[config.mk]
export PLATFORM = sky130hd
export DESIGN_NAME = vx_commit_arbiter
export DESIGN_NICKNAME = d
export VERILOG_FILES = /design/src/rtl/vx_commit_arbiter.sv
export SDC_FILE = /design/constraint.sdc
export NUM_CORES = 1
export LEC_CHECK = 0
export CAP_MARGIN = 20
export CORE_AREA = 3 3 475 477
export DETAILED_ROUTE_END_ITERATION = 10
export DIE_AREA = 0 0 478 480
export PLACE_DENSITY = 0.31
export SETUP_SLACK_MARGIN = 0.3
export SYNTH_ARGS = -nofsm -noshare
export SYNTH_HDL_FRONTEND = slang
export SYNTH_SLANG_ARGS = --single-unit
[constraint.sdc]
create_clock -name clk -period 5.6 [get_ports clk]
set_input_delay 0.56 -clock clk [delete_from_list [all_inputs] [get_ports clk]]
set_output_delay 0.56 -clock clk [all_outputs]
set_load 0.02 [all_outputs]
[src/rtl/vx_commit_arbiter.sv]
// vx_commit_arbiter: shares the single writeback/commit port between the
// execute units. Grant order: starved requester first, then the strict-priority
// requester, then round-robin. The winner is captured into a one-entry
// registered output stage with a valid/ready handshake.
module vx_commit_arbiter #(
  parameter int NUM_REQS    = 6,
  parameter int NUM_THREADS = 4,
  parameter int NW_BITS     = 2,
  parameter int PRIO_REQ    = 1,
  parameter int MAX_WAIT    = 15,
  localparam int SRC_BITS   = (NUM_REQS > 1) ? $clog2(NUM_REQS) : 1,
  localparam int WAIT_BITS  = $clog2(MAX_WAIT + 1)
) (
  input  logic                                clk,
  input  logic                                reset,
  input  logic [NUM_REQS-1:0]                 req_valid,
  output logic [NUM_REQS-1:0]                 req_ready,
  input  logic [NUM_REQS*NW_BITS-1:0]         req_wid,
  input  logic [NUM_REQS*32-1:0]              req_pc,
  input  logic [NUM_REQS*NUM_THREADS-1:0]     req_tmask,
  input  logic [NUM_REQS-1:0]                 req_wb,
  input  logic [NUM_REQS*5-1:0]               req_rd,
  input  logic [NUM_REQS*NUM_THREADS*32-1:0]  req_data,
  output logic                                wb_valid,
  input  logic                                wb_ready,
  output logic [NW_BITS-1:0]                  wb_wid,
  output logic [31:0]                         wb_pc,
  output logic [NUM_THREADS-1:0]              wb_tmask,
  output logic                                wb_wb,
  output logic [4:0]                          wb_rd,
  output logic [NUM_THREADS*32-1:0]           wb_data,
  output logic [SRC_BITS-1:0]                 wb_src
);

  // A PRIO_REQ outside the requester range turns strict priority off.
  localparam bit                   HAS_PRIO = (PRIO_REQ < NUM_REQS);
  localparam int                   PRIO_IDX = HAS_PRIO ? PRIO_REQ : 0;
  localparam int                   SUM_BITS = SRC_BITS + 1;
  localparam logic [WAIT_BITS-1:0] WAIT_SAT = WAIT_BITS'(MAX_WAIT);

  // Per-requester views of the packed input buses.
  logic [NW_BITS-1:0]          wid_arr   [NUM_REQS];
  logic [31:0]                 pc_arr    [NUM_REQS];
  logic [NUM_THREADS-1:0]      tmask_arr [NUM_REQS];
  logic [4:0]                  rd_arr    [NUM_REQS];
  logic [NUM_THREADS*32-1:0]   data_arr  [NUM_REQS];

  logic [NUM_REQS-1:0] starved;
  logic [NUM_REQS-1:0] grant_oh;
  logic                grant_any;
  logic                grant_rr;   // grant came from a pointer search (moves the pointer)
  logic [SRC_BITS-1:0] grant_idx;
  logic [SRC_BITS:0]   pick_starved;
  logic [SRC_BITS:0]   pick_valid;
  logic                load;
  logic                accept;

  logic [SRC_BITS-1:0] rr_ptr_q, rr_ptr_d;

  logic                      wb_valid_q;
  logic [NW_BITS-1:0]        wb_wid_q;
  logic [31:0]               wb_pc_q;
  logic [NUM_THREADS-1:0]    wb_tmask_q;
  logic                      wb_wb_q;
  logic [4:0]                wb_rd_q;
  logic [NUM_THREADS*32-1:0] wb_data_q;
  logic [SRC_BITS-1:0]       wb_src_q;

  // First set bit of mask at or after ptr, wrapping. MSB of the result flags a hit.
  // Scanning from the far end lets the closest candidate overwrite the rest.
  function automatic logic [SRC_BITS:0] rr_pick(input logic [NUM_REQS-1:0] mask,
                                                input logic [SRC_BITS-1:0] ptr);
    logic [SRC_BITS:0]   res;
    logic [SUM_BITS-1:0] sum;
    logic [SRC_BITS-1:0] idx;
    res = '0;
    for (int k = NUM_REQS - 1; k >= 0; k--) begin
      sum = {1'b0, ptr} + SUM_BITS'(k);
      if (sum >= SUM_BITS'(NUM_REQS)) sum = sum - SUM_BITS'(NUM_REQS);
      idx = sum[SRC_BITS-1:0];
      if (mask[idx]) res = {1'b1, idx};
    end
    return res;
  endfunction

  for (genvar gi = 0; gi < NUM_REQS; gi++) begin : g_req
    logic [WAIT_BITS-1:0] wait_q, wait_d;

    assign wid_arr[gi]   = req_wid[gi*NW_BITS +: NW_BITS];
    assign pc_arr[gi]    = req_pc[gi*32 +: 32];
    assign tmask_arr[gi] = req_tmask[gi*NUM_THREADS +: NUM_THREADS];
    assign rd_arr[gi]    = req_rd[gi*5 +: 5];
    assign data_arr[gi]  = req_data[gi*NUM_THREADS*32 +: NUM_THREADS*32];

    assign starved[gi]  = req_valid[gi] && (wait_q == WAIT_SAT);
    assign grant_oh[gi] = grant_any && (grant_idx == SRC_BITS'(gi));

    // Waiting time: counts every cycle a valid requester goes unaccepted, saturating.
    always_comb begin
      wait_d = wait_q;
      if (!req_valid[gi] || req_ready[gi]) begin
        wait_d = '0;
      end else if (wait_q != WAIT_SAT) begin
        wait_d = wait_q + WAIT_BITS'(1);
      end
    end

    // Wait counter register.
    always_ff @(posedge clk) begin
      if (reset) wait_q <= '0;
      else       wait_q <= wait_d;
    end
  end

  assign pick_starved = rr_pick(starved, rr_ptr_q);
  assign pick_valid   = rr_pick(req_valid, rr_ptr_q);

  // Grant selection: starvation override, then strict priority, then round-robin.
  always_comb begin
    grant_any = 1'b0;
    grant_rr  = 1'b0;
    grant_idx = '0;
    if (pick_starved[SRC_BITS]) begin
      grant_any = 1'b1;
      grant_rr  = 1'b1;
      grant_idx = pick_starved[SRC_BITS-1:0];
    end else if (HAS_PRIO && req_valid[PRIO_IDX]) begin
      grant_any = 1'b1;
      grant_idx = SRC_BITS'(PRIO_IDX);
    end else if (pick_valid[SRC_BITS]) begin
      grant_any = 1'b1;
      grant_rr  = 1'b1;
      grant_idx = pick_valid[SRC_BITS-1:0];
    end
  end

  // The output slot can take a new entry when empty or being drained this cycle.
  assign load      = !wb_valid_q || wb_ready;
  assign accept    = load && grant_any && !reset;
  assign req_ready = (load && !reset) ? grant_oh : '0;

  // Pointer advances past the winner only for searched grants; priority grants leave it.
  always_comb begin
    rr_ptr_d = rr_ptr_q;
    if (accept && grant_rr) begin
      rr_ptr_d = (grant_idx == SRC_BITS'(NUM_REQS - 1)) ? '0 : grant_idx + SRC_BITS'(1);
    end
  end

  // Round-robin pointer register.
  always_ff @(posedge clk) begin
    if (reset) rr_ptr_q <= '0;
    else       rr_ptr_q <= rr_ptr_d;
  end

  // Output stage: capture the winner on load, empty on load without a winner, hold on stall.
  always_ff @(posedge clk) begin
    if (reset) begin
      wb_valid_q <= 1'b0;
      wb_wid_q   <= '0;
      wb_pc_q    <= '0;
      wb_tmask_q <= '0;
      wb_wb_q    <= 1'b0;
      wb_rd_q    <= '0;
      wb_data_q  <= '0;
      wb_src_q   <= '0;
    end else if (load) begin
      wb_valid_q <= grant_any;
      if (grant_any) begin
        wb_wid_q   <= wid_arr[grant_idx];
        wb_pc_q    <= pc_arr[grant_idx];
        wb_tmask_q <= tmask_arr[grant_idx];
        wb_wb_q    <= req_wb[grant_idx];
        wb_rd_q    <= rd_arr[grant_idx];
        wb_data_q  <= data_arr[grant_idx];
        wb_src_q   <= grant_idx;
      end
    end
  end

  assign wb_valid = wb_valid_q;
  assign wb_wid   = wb_wid_q;
  assign wb_pc    = wb_pc_q;
  assign wb_tmask = wb_tmask_q;
  assign wb_wb    = wb_wb_q;
  assign wb_rd    = wb_rd_q;
  assign wb_data  = wb_data_q;
  assign wb_src   = wb_src_q;

endmodule

# Yosys cells after proc, flatten, opt, wreduce, memory -nomap -nowiden
# Cells that the tools add are included.
# totals
ff_bits,203
inputBits,1041
output_inout_bits,182
# op_classes
addsub,18
n_mux,69
n_reduce_logical,39
magnitude_cmp,14
n_bitwise,1
eq_ne,17
# ops
operator,n
binary-select mux 128 bit (select 3 bit),1
two-way mux 128 bit,2
binary-select mux 32 bit (select 3 bit),1
two-way mux 32 bit,2
two-way mux 4 bit,14
binary-select mux 1 bit (select 3 bit),13
two-way mux 3 bit,10
"less-than comparator 3 x 4 -> 1 bit, second input constant",7
"adder 4 x 1 -> 4 bit, second input constant",6
"equality test 4 bit, second input constant",6
"!= test 4 bit, second input constant",6
"greater-or-equal comparator 4 x 3 -> 1 bit, second input constant",5
two-way mux 1 bit,18
"subtractor 3 bit, second input constant",6
logical AND 1 bit,16
binary-select mux 5 bit (select 3 bit),1
binary-select mux 4 bit (select 3 bit),1
OR reduction 2 bit,6
two-way mux 5 bit,2
"adder 3 x 2 -> 4 bit, second input constant",2
"adder 3 x 3 -> 4 bit, second input constant",2
logical NOT 1 bit,8
logical OR 1 bit,7
binary-select mux 2 bit (select 3 bit),1
other kinds (12),15

# Logic depth before layout (Yosys ltp)
# logic_depth
ltp_word,19
mapped_depth,20

# Least setup slack after synthesis
# Ideal clock, no wire load.
# synth_path
kind,reg2out
start,reg rr_ptr_q[2]
end,out req_ready[3]
required_time_ps,5040
slack_ps,1203
arrival_ps,3837
path_stages_with_launch,19
path_cell_list,dfxtp_1 -> buf_4 -> buf_2 -> inv_1 -> ha_1 -> buf_2 -> mux4_2 -> a2bb2oi_1 -> nand4_1 -> and4bb_1 -> buf_2 -> o211a_1 -> a32o_2 -> inv_2 -> clkbuf_1 -> buf_2 -> ha_1 -> nand2_1 -> nor2_1
# synth_between
elab_chain_cells,17
# synth_lines
element,line,text
from (decl),58,"logic [SRC_BITS-1:0] rr_ptr_q, rr_ptr_d;"
from (signal assigned),153,else rr_ptr_q <= rr_ptr_d;
adder 3 x 3 -> 4 bit,78,"sum = {1'b0, ptr} + SUM_BITS'(k);"
greater-or-equal comparator 4 x 3 -> 1 bit / subtractor 3 bit (equally long branches),79,if (sum >= SUM_BITS'(NUM_REQS)) sum = sum - SUM_BITS'(NUM_REQS);
two-way mux 3 bit,79,
binary-select mux 1 bit (select 3 bit),81,"if (mask[idx]) res = {1'b1, idx};"
two-way mux 1 bit (not written as such),81,
two-way mux 4 bit (6 in series),81,
two-way mux 3 bit,130,end else if (pick_valid[SRC_BITS]) begin
two-way mux 3 bit,127,end else if (HAS_PRIO && req_valid[PRIO_IDX]) begin
two-way mux 3 bit,123,if (pick_starved[SRC_BITS]) begin
equality test 3 x 2 -> 1 bit,96,assign grant_oh[gi] = grant_any && (grant_idx == SRC_BITS'(gi));
logical AND 1 bit (*),96,
two-way mux 6 bit (*),140,assign req_ready = (load && !reset) ? grant_oh : '0;
to (decl),17,"output logic [NUM_REQS-1:0] req_ready,"
# Every way passes the cells marked *; elsewhere a longest branch is shown, timed or not. The select of a mux whose other input is x is not followed.

# Final worst setup path
# layout_path
start,reg rr_ptr_q[0]
end,out req_ready[2]
# The elaborated chain is that of the path after synthesis.

==> results_dict.tcl <==
set metrics [dict create \
    setup-tns-final_ns 0 \
    synth_compound_area_share_pct 28.31 \
    yosys.area_share.simple_pct 18.53 \
    maxCapViolCount 0 \
    r2r_cells 16 \
    grtUsageTotal_pct 17.81 \
    yosysUniqueCellTypes 78 \
    min_to "wb_src[0]$_SDFFE_PP0P_" \
    rows 173 \
    fin_cells 7060 \
    place_area_um2 38910 \
    dpl.hpwl_mm 167.1 \
    worst_path_largest_cell_delay_ns 0.61 \
    antenna_found_initial 114 \
    power_density_nw_per_um2 618.8 \
    synth_top_area_cell "mux2_2" \
    synth_edf_count 0 \
    drt_wl_total_mm 215.1 \
    fin_area_um2 40340 \
    drt-initial-drc-count 2210 \
    finalSetupViolations 0 \
    critical_path.most_common_cell "buf_4" \
    yosysSeqAreaShare_pct 17.46 \
    overflow 0 \
    totalPowerFinal_uw 24960 \
    synth_area_um2 23270 \
    port-buffer-count 1222 \
    async_flop_share_pct 0 \
    drc 0 \
    clk-insertion-delay-late_ns 0.61 \
    syn_avg_cell_area_um2 7.641 \
    syn_inst 3046 \
    clock-sinks 203 \
    crit_path_start_kind "flop" \
    fmax_mhz 196.8 \
    ios 1223 \
    worst_pin_slew_ns 1.337 \
    core_um2 221900 \
    finalCritPeriodShare_pct 90.73 \
    synth_top_family_by_area "compound AO/OA/AOI/OAI gates" \
    die_w_um 478 \
    nets 5079 \
    end_kind "output port" \
    crit_cells 14 \
    path_buf_inv 4 \
    gp_congestion 0.8511 \
    slew_headroom_pct 10.89 \
    layout_min_cycle_time_ns 5.081 \
    ys_seq_elements 203 \
    rsz0062_at_grt "false" \
    grt_pass1_wl_mm 287.4 \
    cts_made_buffers 36 \
    yosys.cell_count.top_type "mux2_2" \
    synth_warnings 0 \
    crit_chain "inv_2 -> buf_4 -> ha_1 -> nor2b_1 -> nor3_4 -> nor4_1 -> nor3_1 -> and4bb_4 -> and2_1 -> nand2_1 -> o21ai_1 -> buf_4 -> and3_1 -> clkdlybuf4s50_1" \
    drt-pass1-iter-count 7 \
    synth_ff_type "dfxtp_1" \
    htreeDepth 2 \
    area_delta_synth_final_pct 73.33 \
    ff2ff_setup_slack_ns 0.62 \
    clkTransAtPathRegs_ns 0.06 \
    critPathRequiredTime_ns 5.04 \
    cts_hold_buf 0 \
    cp_max_fo 9 \
    status "complete, no violations" \
    cts_tree "done" \
    r2r-start "rr_ptr_q[0]$_SDFFE_PP0P_" \
    start_util_pct 10.49 \
    synthXorXnorAreaFrac_pct 0.6773 \
    hp-class "reg2reg" \
    fin_util_pct 18.18 \
    worstPathArrival_ns 4.52 \
    num_vias 31230 \
    slew_violations 0 \
    yosys.area_share.adder_pct 0.8601 \
    yosysTopAreaCellShare_pct 18.82 \
    synthTopCellsByArea "mux2_2, dfxtp_1, a31oi_1" \
    p_leak_uw 0.01320 \
    first_global_vias 31060 \
    irDropWorstVdd_mv 0.6879 \
    synthTopCellsByCount "mux2_2, nand3_1, a31oi_1" \
    dp_cells 6954 \
    hold_start "wb_src[0]$_SDFFE_PP0P_" \
    cp_slowest_cell "clkdlybuf4s50_1" \
    crit_family "simple AND/OR/NAND/NOR gates" \
    routed_via_density 4.424 \
    dieArea_um2 229400 \
    fill_cells 24900 \
    drive_gt1_share_pct 15.01 \
    antenna_left 0 \
    routedWlPerCell_um 30.47 \
    finClkSkew_ns 0.01273 \
    hold_viol_final 0 \
    synthMuxAreaShare_pct 26.49 \
    hold_depth 2 \
    critPathKind "reg2out" \
    worst_r2r_endpoint "wb_rd[3]$_SDFFE_PP0P_" \
    syn-num-nets 4103 \
    ctsLongestPathBuffers 3 \
    die_y_um 480 \
    clockRootBuffer "clkbuf_16" \
    grt_start_max_net_pins 155 \
]
[worst max-delay path by stage]
stage / from / endpoint / slack (ns)
after floorplan: rr_ptr_q[2]$_SDFFE_PP0P_ / req_ready[3] / 1.20
after global placement: req_valid[0] / wb_rd[3]$_SDFFE_PP0P_ / 0.29
after detailed placement: req_valid[0] / wb_rd[3]$_SDFFE_PP0P_ / 0.22
after CTS: rr_ptr_q[1]$_SDFFE_PP0P_ / req_ready[1] / 0.31
after global routing: rr_ptr_q[1]$_SDFFE_PP0P_ / req_ready[2] / 0.34
final: rr_ptr_q[0]$_SDFFE_PP0P_ / req_ready[2] / 0.52
[placed cells by master, fill, tap and decap left out, types with 132 or more instances in the layout]
master and instances:
a211oi_1 181, nand4_1 180, a31oi_1 352, mux2_2 389, dfxtp_1 201, mux2_1 132
nor2_1 226, o21ai_0 176, clkdlybuf4s50_1 1216, o211ai_1 176, nand3_1 370
[repair_timing]
| item | in CTS | in global routing |
|---|---|---|
| pin swaps | 2 | 3 |
| setup endpoints to repair | 6 | 4 |
| gates resized for setup | 21 | 12 |
| setup buffers | 2 | 3 |
[flip-flops by register name, indices dropped and copies added, names as in the netlist]
name	cells
wb_data	128
wb_pc	32
g_req.wait_q	24
wb_rd	5
wb_tmask	4
rr_ptr_q	3
wb_src	3
wb_wid	2
wb_valid	1
wb_wb	1
[area by class of cell]
class                   count  area (um^2)  share of cell area [%]
repair buffers           1337        13580                   33.67
diodes                     40        100.1                  0.2481
inverters                  12        52.55                  0.1303
multi-input cells        2432        17640                   43.73
flip-flops and latches    203         4066                   10.08
clock inverters             8        117.6                  0.2915
well taps                2975         3722                   9.227
clock buffers              53         1056                   2.618
[per-layer routing]
layer	track usage, %	share of wire, %
met5	0	0.20
met4	4.488	2.3
met3	5.207	7.7
met2	29.58	47
met1	22.46	43
[stage by stage]
stage | hold WS, ns | setup slack, ns
3_3_place_gp | 0.4448 | 0.2860
3_5_place_dp | 0.4517 | 0.2184
4_1_cts | 0.4610 | 0.3087
5_1_grt | 0.4523 | 0.3377
6_report | 0.4557 | 0.5189
2_1_floorplan | 0.4830 | 1.203
[where the power goes]
part           switching, uW  internal, uW
Combinational          12500          7660
Clock                   1010          1430
Sequential               406          2000
[cells by family after synthesis]
kind of cell	count (synthesis)
compound gates	987
flops	203
fa+ha+maj	16
xor+xnor	15
mux	547
simple gates	867
buf+inv	411
[worst reg2reg max path, cell delays in order (launching register included)]
cell	delay, ns
dfxtp_2	0.43
inv_2	0.08
buf_4	0.20
ha_1	0.22
nor2b_1	0.17
nor3_4	0.30
nor4_1	0.14
nor3_1	0.42
and4bb_4	0.39
nand2_8	0.16
o311ai_4	0.32
buf_4	0.18
buf_12	0.30
buf_4	0.46
mux2_2	0.41
o21ai_0	0.51
a211oi_1	0.15
(Power assumes the default switching activity.)
